$ cat src/rtl/asymdata_inbuf_ctl_pkg.sv
// Shared state encoding, counter width and width-ratio helper for the asymmetric inbuf push sequencer.
package asymdata_ctl_pkg;

    localparam int ASYM_WCNT_W = 16;

    typedef enum logic [2:0] {
        ST_IDLE  = 3'd0,
        ST_FILL  = 3'd1,
        ST_FLUSH = 3'd2,
        ST_DONE  = 3'd3,
        ST_CLR   = 3'd4
    } asym_ctl_state_t;

    // Subwords per output word; returns 0 for a width pair that is not an integer ratio.
    function automatic int asym_ratio(input int in_w, input int out_w);
        if (in_w <= 0 || out_w <= 0 || (out_w % in_w) != 0) begin
            return 0;
        end
        return out_w / in_w;
    endfunction

endpackage

$ cat src/rtl/asymdata_inbuf_ctl_tmo.sv
// Loadable idle-timeout counter: counts enabled cycles, expire is high on the
// enabled cycle that completes `limit` consecutive counts; clr restarts from zero.
module asymdata_ctl_tmo
    import asymdata_ctl_pkg::*;
#(
    parameter int CNT_W = ASYM_WCNT_W
) (
    input  logic             clk,
    input  logic             rst_n,
    input  logic             clr,
    input  logic             en,
    input  logic [CNT_W-1:0] limit,
    output logic             expire
);

    logic [CNT_W-1:0] count;

    always_ff @(posedge clk) begin
        if (!rst_n || clr) begin
            count <= '0;
        end else if (en) begin
            count <= count + CNT_W'(1);
        end
    end

    assign expire = en && (count == (limit - CNT_W'(1)));

endmodule

$ cat src/rtl/asymdata_inbuf_ctl.sv
// Packet-framed push sequencer for DW_asymdata_inbuf: zero-latency push; s_ready low outside IDLE/FILL or when inbuf and FIFO are both full.
// Define ASYMDATA_INBUF_CTL_TMO_EN to force a flush after flush_tmo idle cycles on a partial word.
module asymdata_inbuf_ctl
    import asymdata_ctl_pkg::*;
#(
    parameter int in_width  = 8,
    parameter int out_width = 16,
    parameter int flush_tmo = 64
) (
    input  logic                   clk_push,
    input  logic                   rst_push_n,
    input  logic                   clr,
    input  logic                   s_valid,
    output logic                   s_ready,
    input  logic [in_width-1:0]    s_data,
    input  logic                   s_last,
    output logic                   push_req_n,
    output logic [in_width-1:0]    data_in,
    output logic                   flush_n,
    output logic                   init_push_n,
    input  logic                   fifo_full,
    input  logic                   inbuf_full,
    input  logic                   push_wd_n,
    output logic                   pkt_done,
    output logic [ASYM_WCNT_W-1:0] pkt_words,
    output logic                   tmo_flush
);

    localparam int K  = asym_ratio(in_width, out_width);
    localparam int CW = (K > 2) ? $clog2(K) : 1;

    if (K < 2) begin : g_bad_ratio
        $error("asymdata_inbuf_ctl: out_width/in_width must be an integer >= 2");
    end
    if (flush_tmo < 1 || flush_tmo > 65535) begin : g_bad_tmo
        $error("asymdata_inbuf_ctl: flush_tmo must be within 1..65535");
    end

    asym_ctl_state_t        state;
    asym_ctl_state_t        state_nxt;
    logic [CW-1:0]          cnt;
    logic [ASYM_WCNT_W-1:0] wcnt;
    logic [ASYM_WCNT_W-1:0] pkt_words_q;
    logic                   pkt_done_q;
    logic                   accept;
    logic                   word_end;
    logic                   flush_go;
    logic                   tmo_hit;
    logic                   tmo_mode;

    // clr wins over a same-cycle beat, so it is folded into the handshake itself.
    assign s_ready     = rst_push_n && !clr && (state == ST_IDLE || state == ST_FILL)
                         && !(inbuf_full && fifo_full);
    assign accept      = s_valid && s_ready;
    assign push_req_n  = !accept;
    assign data_in     = s_data;
    assign flush_go    = (state == ST_FLUSH) && !fifo_full;
    assign flush_n     = !(rst_push_n && flush_go);
    assign init_push_n = !(rst_push_n && state == ST_CLR);
    assign word_end    = (cnt == CW'(K - 1));
    assign pkt_done    = pkt_done_q;
    assign pkt_words   = pkt_words_q;

    always_comb begin
        state_nxt = state;
        if (clr) begin
            state_nxt = ST_CLR;
        end else begin
            case (state)
                ST_IDLE, ST_FILL: begin
                    if (accept) begin
                        if (!s_last)       state_nxt = ST_FILL;
                        else if (word_end) state_nxt = ST_DONE;
                        else               state_nxt = ST_FLUSH;
                    end else if (tmo_hit) begin
                        state_nxt = ST_FLUSH;
                    end
                end
                ST_FLUSH: if (flush_go) state_nxt = tmo_mode ? ST_IDLE : ST_DONE;
                ST_DONE:  state_nxt = ST_IDLE;
                ST_CLR:   state_nxt = ST_IDLE;
                default:  state_nxt = ST_IDLE;
            endcase
        end
    end

    always_ff @(posedge clk_push) begin
        if (!rst_push_n) begin
            state       <= ST_IDLE;
            cnt         <= '0;
            wcnt        <= '0;
            pkt_done_q  <= 1'b0;
            pkt_words_q <= '0;
        end else begin
            state      <= state_nxt;
            pkt_done_q <= (state == ST_DONE);
            if (clr || flush_go) begin
                cnt <= '0;
            end else if (accept) begin
                cnt <= word_end ? '0 : cnt + CW'(1);
            end
            // DONE is the cycle the inbuf reports the packet's final word.
            if (state == ST_DONE) begin
                pkt_words_q <= wcnt + ASYM_WCNT_W'(!push_wd_n);
            end
            if (clr || state == ST_DONE) begin
                wcnt <= '0;
            end else if (!push_wd_n) begin
                wcnt <= wcnt + ASYM_WCNT_W'(1);
            end
        end
    end

`ifdef ASYMDATA_INBUF_CTL_TMO_EN
    logic tmo_en;
    logic tmo_mode_q;
    logic tmo_flush_q;

    assign tmo_en = (state == ST_FILL) && (cnt != '0) && !accept;

    asymdata_ctl_tmo #(
        .CNT_W (ASYM_WCNT_W)
    ) u_tmo (
        .clk    (clk_push),
        .rst_n  (rst_push_n),
        .clr    (!tmo_en),
        .en     (tmo_en),
        .limit  (ASYM_WCNT_W'(flush_tmo)),
        .expire (tmo_hit)
    );

    // A timeout flush returns to IDLE without closing the packet.
    always_ff @(posedge clk_push) begin
        if (!rst_push_n || clr) begin
            tmo_mode_q  <= 1'b0;
            tmo_flush_q <= 1'b0;
        end else begin
            tmo_flush_q <= tmo_hit;
            if (tmo_hit)       tmo_mode_q <= 1'b1;
            else if (flush_go) tmo_mode_q <= 1'b0;
        end
    end

    assign tmo_mode  = tmo_mode_q;
    assign tmo_flush = tmo_flush_q;
`else
    assign tmo_hit   = 1'b0;
    assign tmo_mode  = 1'b0;
    assign tmo_flush = 1'b0;
`endif

endmodule

$ cat config.mk
export PLATFORM = sky130hd
export DESIGN_NAME = asymdata_inbuf_ctl
export DESIGN_NICKNAME = d
export VERILOG_FILES = /design/src/rtl/asymdata_inbuf_ctl_pkg.sv /design/src/rtl/asymdata_inbuf_ctl_tmo.sv /design/src/rtl/asymdata_inbuf_ctl.sv
export SDC_FILE = /design/constraint.sdc
export NUM_CORES = 1
export LEC_CHECK = 0
export BUFFER_PORTS_ARGS = -buffer_cell sky130_fd_sc_hd__buf_2
export CAP_MARGIN = 20
export CELL_PAD_IN_SITES_DETAIL_PLACEMENT = 1
export CELL_PAD_IN_SITES_GLOBAL_PLACEMENT = 1
export CORE_MARGIN = 4
export CORE_UTILIZATION = 28
export DETAILED_ROUTE_END_ITERATION = 12
export GPL_ROUTABILITY_DRIVEN = 0
export GPL_TIMING_DRIVEN = 0
export PLACE_DENSITY_LB_ADDON = 0.1
export SLEW_MARGIN = 20
export SYNTH_ARGS = -nofsm -noshare
export SYNTH_HDL_FRONTEND = slang
export SYNTH_SLANG_ARGS = --single-unit
$ cat constraint.sdc
create_clock -name clk_push -period 2.1 [get_ports clk_push]
set_input_delay 0.315 -clock clk_push [delete_from_list [all_inputs] [get_ports clk_push]]
set_output_delay 0.315 -clock clk_push [all_outputs]
set_load 0.01 [all_outputs]
==> After elaboration in Yosys (flattened, before gate mapping) <==
Index checks and enable logic that the tools add are counted.
{ "word_totals": {"regBits": 37, "output_inout_bits": 30, "wordCells": 50} }
{ "op_classes": {"add_sub_neg": 3, "n_eq_ne": 8, "mux": 7, "bitwise": 1, "n_reduce_logical": 25} }
{ "ops": {"columns": ["cell", "n"], "rows": [
  ["$add A16 B1 Y16", 1],
  ["$add A16 B1 Y16 const B", 1],
  ["$mux W3", 3],
  ["$logic_and A1 B1 Y1", 8],
  ["$reduce_or A2 Y1", 4],
  ["$logic_not A1 Y1", 7],
  ["$eq A3 B2 Y1 const B", 2],
  ["$ne A3 B3 Y1 const B", 2],
  ["$pmux W3 S2", 1],
  ["$ne A2 B2 Y1 const B", 2],
  ["$reduce_and A2 Y1", 2],
  ["$eq A3 B1 Y1 const B", 1],
  ["$eq A3 B3 Y1 const B", 1],
  ["$logic_not A3 Y1", 1],
  ["$logic_or A1 B1 Y1", 3],
  ["$mux W1", 2],
  ["$mux W2", 1],
  ["$add A1 B1 Y1 const B", 1],
  ["$not A1 Y1", 1]
]} }

==> Longest topological paths before layout <==
{ "logic_depth": {"depth_word": 8, "ltp_mapped": 7, "mapped_depth_nobuf": 7} }

==> Worst setup path before layout <==
No wires, ideal clock.
{ "synth_timing": {"kind": "flip-flop to flip-flop", "startpoint": "register wcnt[0]", "endpoint": "register pkt_words_q[12] (netlist: pkt_words[12])", "setup_ps": 123, "t_arrival_ps": 1376, "required_ps": 1977, "setup_slack_ps": 601, "stages_incl_launch_ff": 7, "n_path_buf": 0, "synth_period_minus_slack_ps": 1499, "cell_sequence": "dfxtp_1 -> ha_1 -> ha_1 -> nand3_2 -> nor4_2 -> xnor2_1 -> a21oi_1"} }
{ "synth_between": {"elab_chain_len": 1} }
{ "synth_lines": {"columns": ["item", "line", "text"], "rows": [
  ["start: declaration", "asymdata_inbuf_ctl.sv:42", "logic [ASYM_WCNT_W-1:0] wcnt;"],
  ["start signal: assignment", "asymdata_inbuf_ctl.sv:109", "wcnt <= wcnt + ASYM_WCNT_W'(1);"],
  ["$add A16 B1 Y16", "asymdata_inbuf_ctl.sv:104", "pkt_words_q <= wcnt + ASYM_WCNT_W'(!push_wd_n);"],
  ["end signal: assignment", "asymdata_inbuf_ctl.sv:104", null],
  ["end: declaration", "asymdata_inbuf_ctl.sv:43", "logic [ASYM_WCNT_W-1:0] pkt_words_q;"]
]} }
Every way passes these cells.
A chain may end at the register's enable or synchronous reset.

==> Worst setup path in the final report <==
{ "layout_timing": {"startpoint": "register state[1]", "endpoint": "output flush_n"} }
{ "layout_between": {"elab_chain_len": 4} }
{ "layout_lines": {"columns": ["item", "line", "text"], "rows": [
  ["start: declaration", "asymdata_inbuf_ctl.sv:39", "asym_ctl_state_t state;"],
  ["start signal: assignment", "asymdata_inbuf_ctl.sv:95", "state <= state_nxt;"],
  ["$eq A3 B2 Y1", "asymdata_inbuf_ctl.sv:57", "assign flush_go = (state == ST_FLUSH) && !fifo_full;"],
  ["$logic_and A1 B1 Y1", "asymdata_inbuf_ctl.sv:57", null],
  ["$logic_and A1 B1 Y1", "asymdata_inbuf_ctl.sv:58", "assign flush_n = !(rst_push_n && flush_go);"],
  ["$logic_not A1 Y1", "asymdata_inbuf_ctl.sv:58", null],
  ["end: declaration", "asymdata_inbuf_ctl.sv:19", "output logic flush_n,"]
]} }
Every way passes these cells.

==> results by group <==
Outcome
  • Status: finished clean

Power
  • Switching Share: around a quarter
  • Switching power: 302 uW
  • Flop pwr share: between 50% and 60%
  • Clock power frac: about two fifths
  • Total power: ~1.3 mW
  • VDD IR max: approximately 0.2 mV
  • Internal power: around 970 uW
  • Logic pwr share: 5.9%
  • Pleak: slightly above 0.9 nW
  • Power per cell area: 560 nW/um^2

Min path
  • HP Class: input pin to register

Detailed routing
  • WL/cell: between 10 and 15 microns
  • Detailed Route WL: between 4 and 5 mm
  • Vias: between 1.5k and 2k
  • # DRC: 0
  • Routed Antenna Nets: 0
  • Drt first-iter violations: 51
  • DR pass1 iterations: 4
  • Vias/cell: between 4 and 5

Worst setup path
  • Crit end category: primary output
  • Max FO, Critical Path: 5
  • Worst Path Arrival: 1.54 ns
  • Crit Path Category: register to primary output
  • Critical Path RT: roughly 1.8 ns
  • Critical path, cell by cell: or3b_2 > nor2_1 > nand2_1 > buf_2
  • Slowest cell delay on critical path: roughly 0.50 ns
  • Critical Path Slowest Stage Cell: or3b_2
  • Critical Path Source Type: register

Synthesis
  • Post-synthesis xor/xnor area fraction: a little under an eighth
  • Synth Register Bits: 37
  • Post-Syn Area per Cell: a little over 9 sq um
  • Synth Instances: 210
  • Synth cell types: 39
  • YS warnings: 0
  • Share of synthesized registers carrying an async set or reset: 0%
  • Most common flop cell mapped by yosys: dfxtp_1
  • Post-Synth Simple-Gate Area: 26.1%
  • Sequential element share of the synthesized area: just under 40%
  • Synth Area in Compound Gates: between 10% and 20%
  • Commonest cells post-synth: dfxtp_1 (37), xnor2_1 (21), nor2_1 (17)
  • Number of flops mapped to enable cells by yosys: 0
  • Largest family of logic cells by synthesized area: simple AND/OR/NAND/NOR gates
  • Adder-Cell Fraction of Synth Area: 1.96%
  • Count leader, synth: dfxtp_1
  • Mux cell area share after synthesis: between 2 and 2.5%
  • Synth area leader: dfxtp_1
  • Syn nets: roughly 230
  • Top cell type's share of synthesized area: 38.7%
  • Cell Area, Synth: around 1900 sq um
  • Synth area leaders: dfxtp_1 (39%), xnor2_1 (9.6%), buf_4 (3.9%), o21ai_0 (3.7%), a21oi_1 (3.4%)

GRT
  • Largest net degree at the start of global routing: 12
  • Number of global-route vias before repair: between 1.5k and 2k
  • Overall Global Routing Usage: between 10% and 20%
  • First-pass GRT wire length: just over 8 mm
  • GRT Residual Overflow: 0
  • Antenna violations before repair: 0

Floorplan
  • Die area: just over 8000 sq um
  • Initial Util: 29.5%
  • Core area: 6490 sq um
  • Die W: between 90 and 100 microns
  • Chip height: 90.7 microns
  • IO Pins: 46
  • Std-Cell Rows: 29

Timing
  • Hold Violations, Final: 0
  • Post-Route Setup TNS: 0 ns
  • Final WS setup: between 0.2 and 0.25 ns
  • Setup repair after global routing missed its margin: no
  • Setup violators final: 0
  • Max Fclk: 540 MHz
  • Final slew viol count: 0
  • Final period utilization: roughly 88%
  • Minimum clock period after layout: around 1.9 ns
  • Clock skew: approximately 0.0069 ns

Clock network
  • Reg clk slew, reported paths: roughly 0.07 ns
  • # clock sinks: 37
  • Number of post-CTS setup repair buffers: 0
  • Post-cts sizing count: 0
  • H-tree depth: 2
  • Clock Root Buffer: clkbuf_8
  • Cts hold-fix bufs: 0
  • Total CTS buffers: 5
  • CTS max path bufs: 2
  • CTS tree: built
  • Clock latency on the worst-skew pair: approximately 0.28 ns

Cells and area
  • Area growth syn-to-layout: 18.8%
  • NumNets Final: approximately 270
  • # diodes: 0
  • Layout cells sized above 1: 29.9%
  • Final core occ: a little over a third

Placed design
  • DP Wirelength: around 3.7 mm
  • # port buffers: 36
  • Pre-CTS setup slack: 0.220 ns

Run
  • Max cap viols: 0
-- cell type report --
type	count	area [sq um]
buffer	24	139
clock buffer	6	72.6
clock inverter	2	10.0
fill	797	4220
inverter	2	7.51
multi-input combinational	147	1030
sequential	37	741
tap	77	96.3
timing repair buffer	36	180
-- registers in the layout, indices dropped and copies added, names as in the netlist --
signal / count
pkt_words: 16
wcnt: 16
state: 3
cnt: 1
pkt_done: 1
-- metrics by stage --
| stage | cell area, sq um | cells | hold slack [ns] |
|---|---|---|---|
| CTS | 2270 | 331 | 0.263 |
| floorplan | 1910 | 210 | 0.437 |
| global placement | 2190 | 323 | 0.478 |
| global route | 2270 | 331 | 0.274 |
| finish | 2270 | 331 | 0.268 |
| detailed placement | 2190 | 323 | 0.486 |
-- critical path, delay by kind of cell (launching register included) --
kind	cells	cell delay [ns]
buffers and inverters	1	0.15
DFF	1	0.39
and+or+nand+nor	3	0.72
-- cells in the final DEF (no fill, tap or decap), drive strengths merged, types with 7 or more instances in the layout --
cell	Yosys	routed
nor4	9	9
dfxtp	37	37
nand4	7	7
nand2	13	13
buf	15	51
nor2	17	17
nor3	8	8
xnor2	21	21
o21ai	14	14
clkbuf	9	15
a21oi	15	15
-- routing by layer --
layer  wire, microns  share of wire [%]  GRT usage [%]  up-vias
li1                -                  -              -      801
met1            2420                 51           17.1      694
met2            1970                 42           17.6       36
met3             279                5.9           4.00        5
met4              50                1.1           3.57        0
met5               0                  0              0        -
-- power groups by stage --
stage | Clock, mW | Combinational (mW) | Sequential (mW)
floorplan | 0 | 0.0474 | 0.724
global placement | 0 | 0.0767 | 0.725
detailed placement | 0 | 0.0768 | 0.725
CTS | 0.510 | 0.0770 | 0.709
global route | 0.551 | 0.0849 | 0.710
finish | 0.488 | 0.0751 | 0.709
-- kinds of logic after synthesis --
logic type,after synthesis
compound gates,36
xor+xnor,26
fa+ha+maj,3
buf+inv,26
flops,37
mux,4
other cells,1
simple gates,77
-- worst paths after layout --
| kind | slack (ns) | end | cells past startpoint | start |
|---|---|---|---|---|
| max | 0.25 | flush_n | 4 | state[1]$_SDFFE_PP0P_ |
| min | 0.27 | state[2]$_SDFFE_PN0P_ | 2 | clr |
| max reg2reg | 0.35 | pkt_words[14]$_SDFFE_PN0P_ | 6 | wcnt[0]$_SDFFE_PP0N_ |
| min reg2reg | 0.50 | pkt_words[2]$_SDFFE_PN0P_ | 1 | pkt_words[2]$_SDFFE_PN0P_ |
No activity file was read; power rests on OpenSTA's default activity.
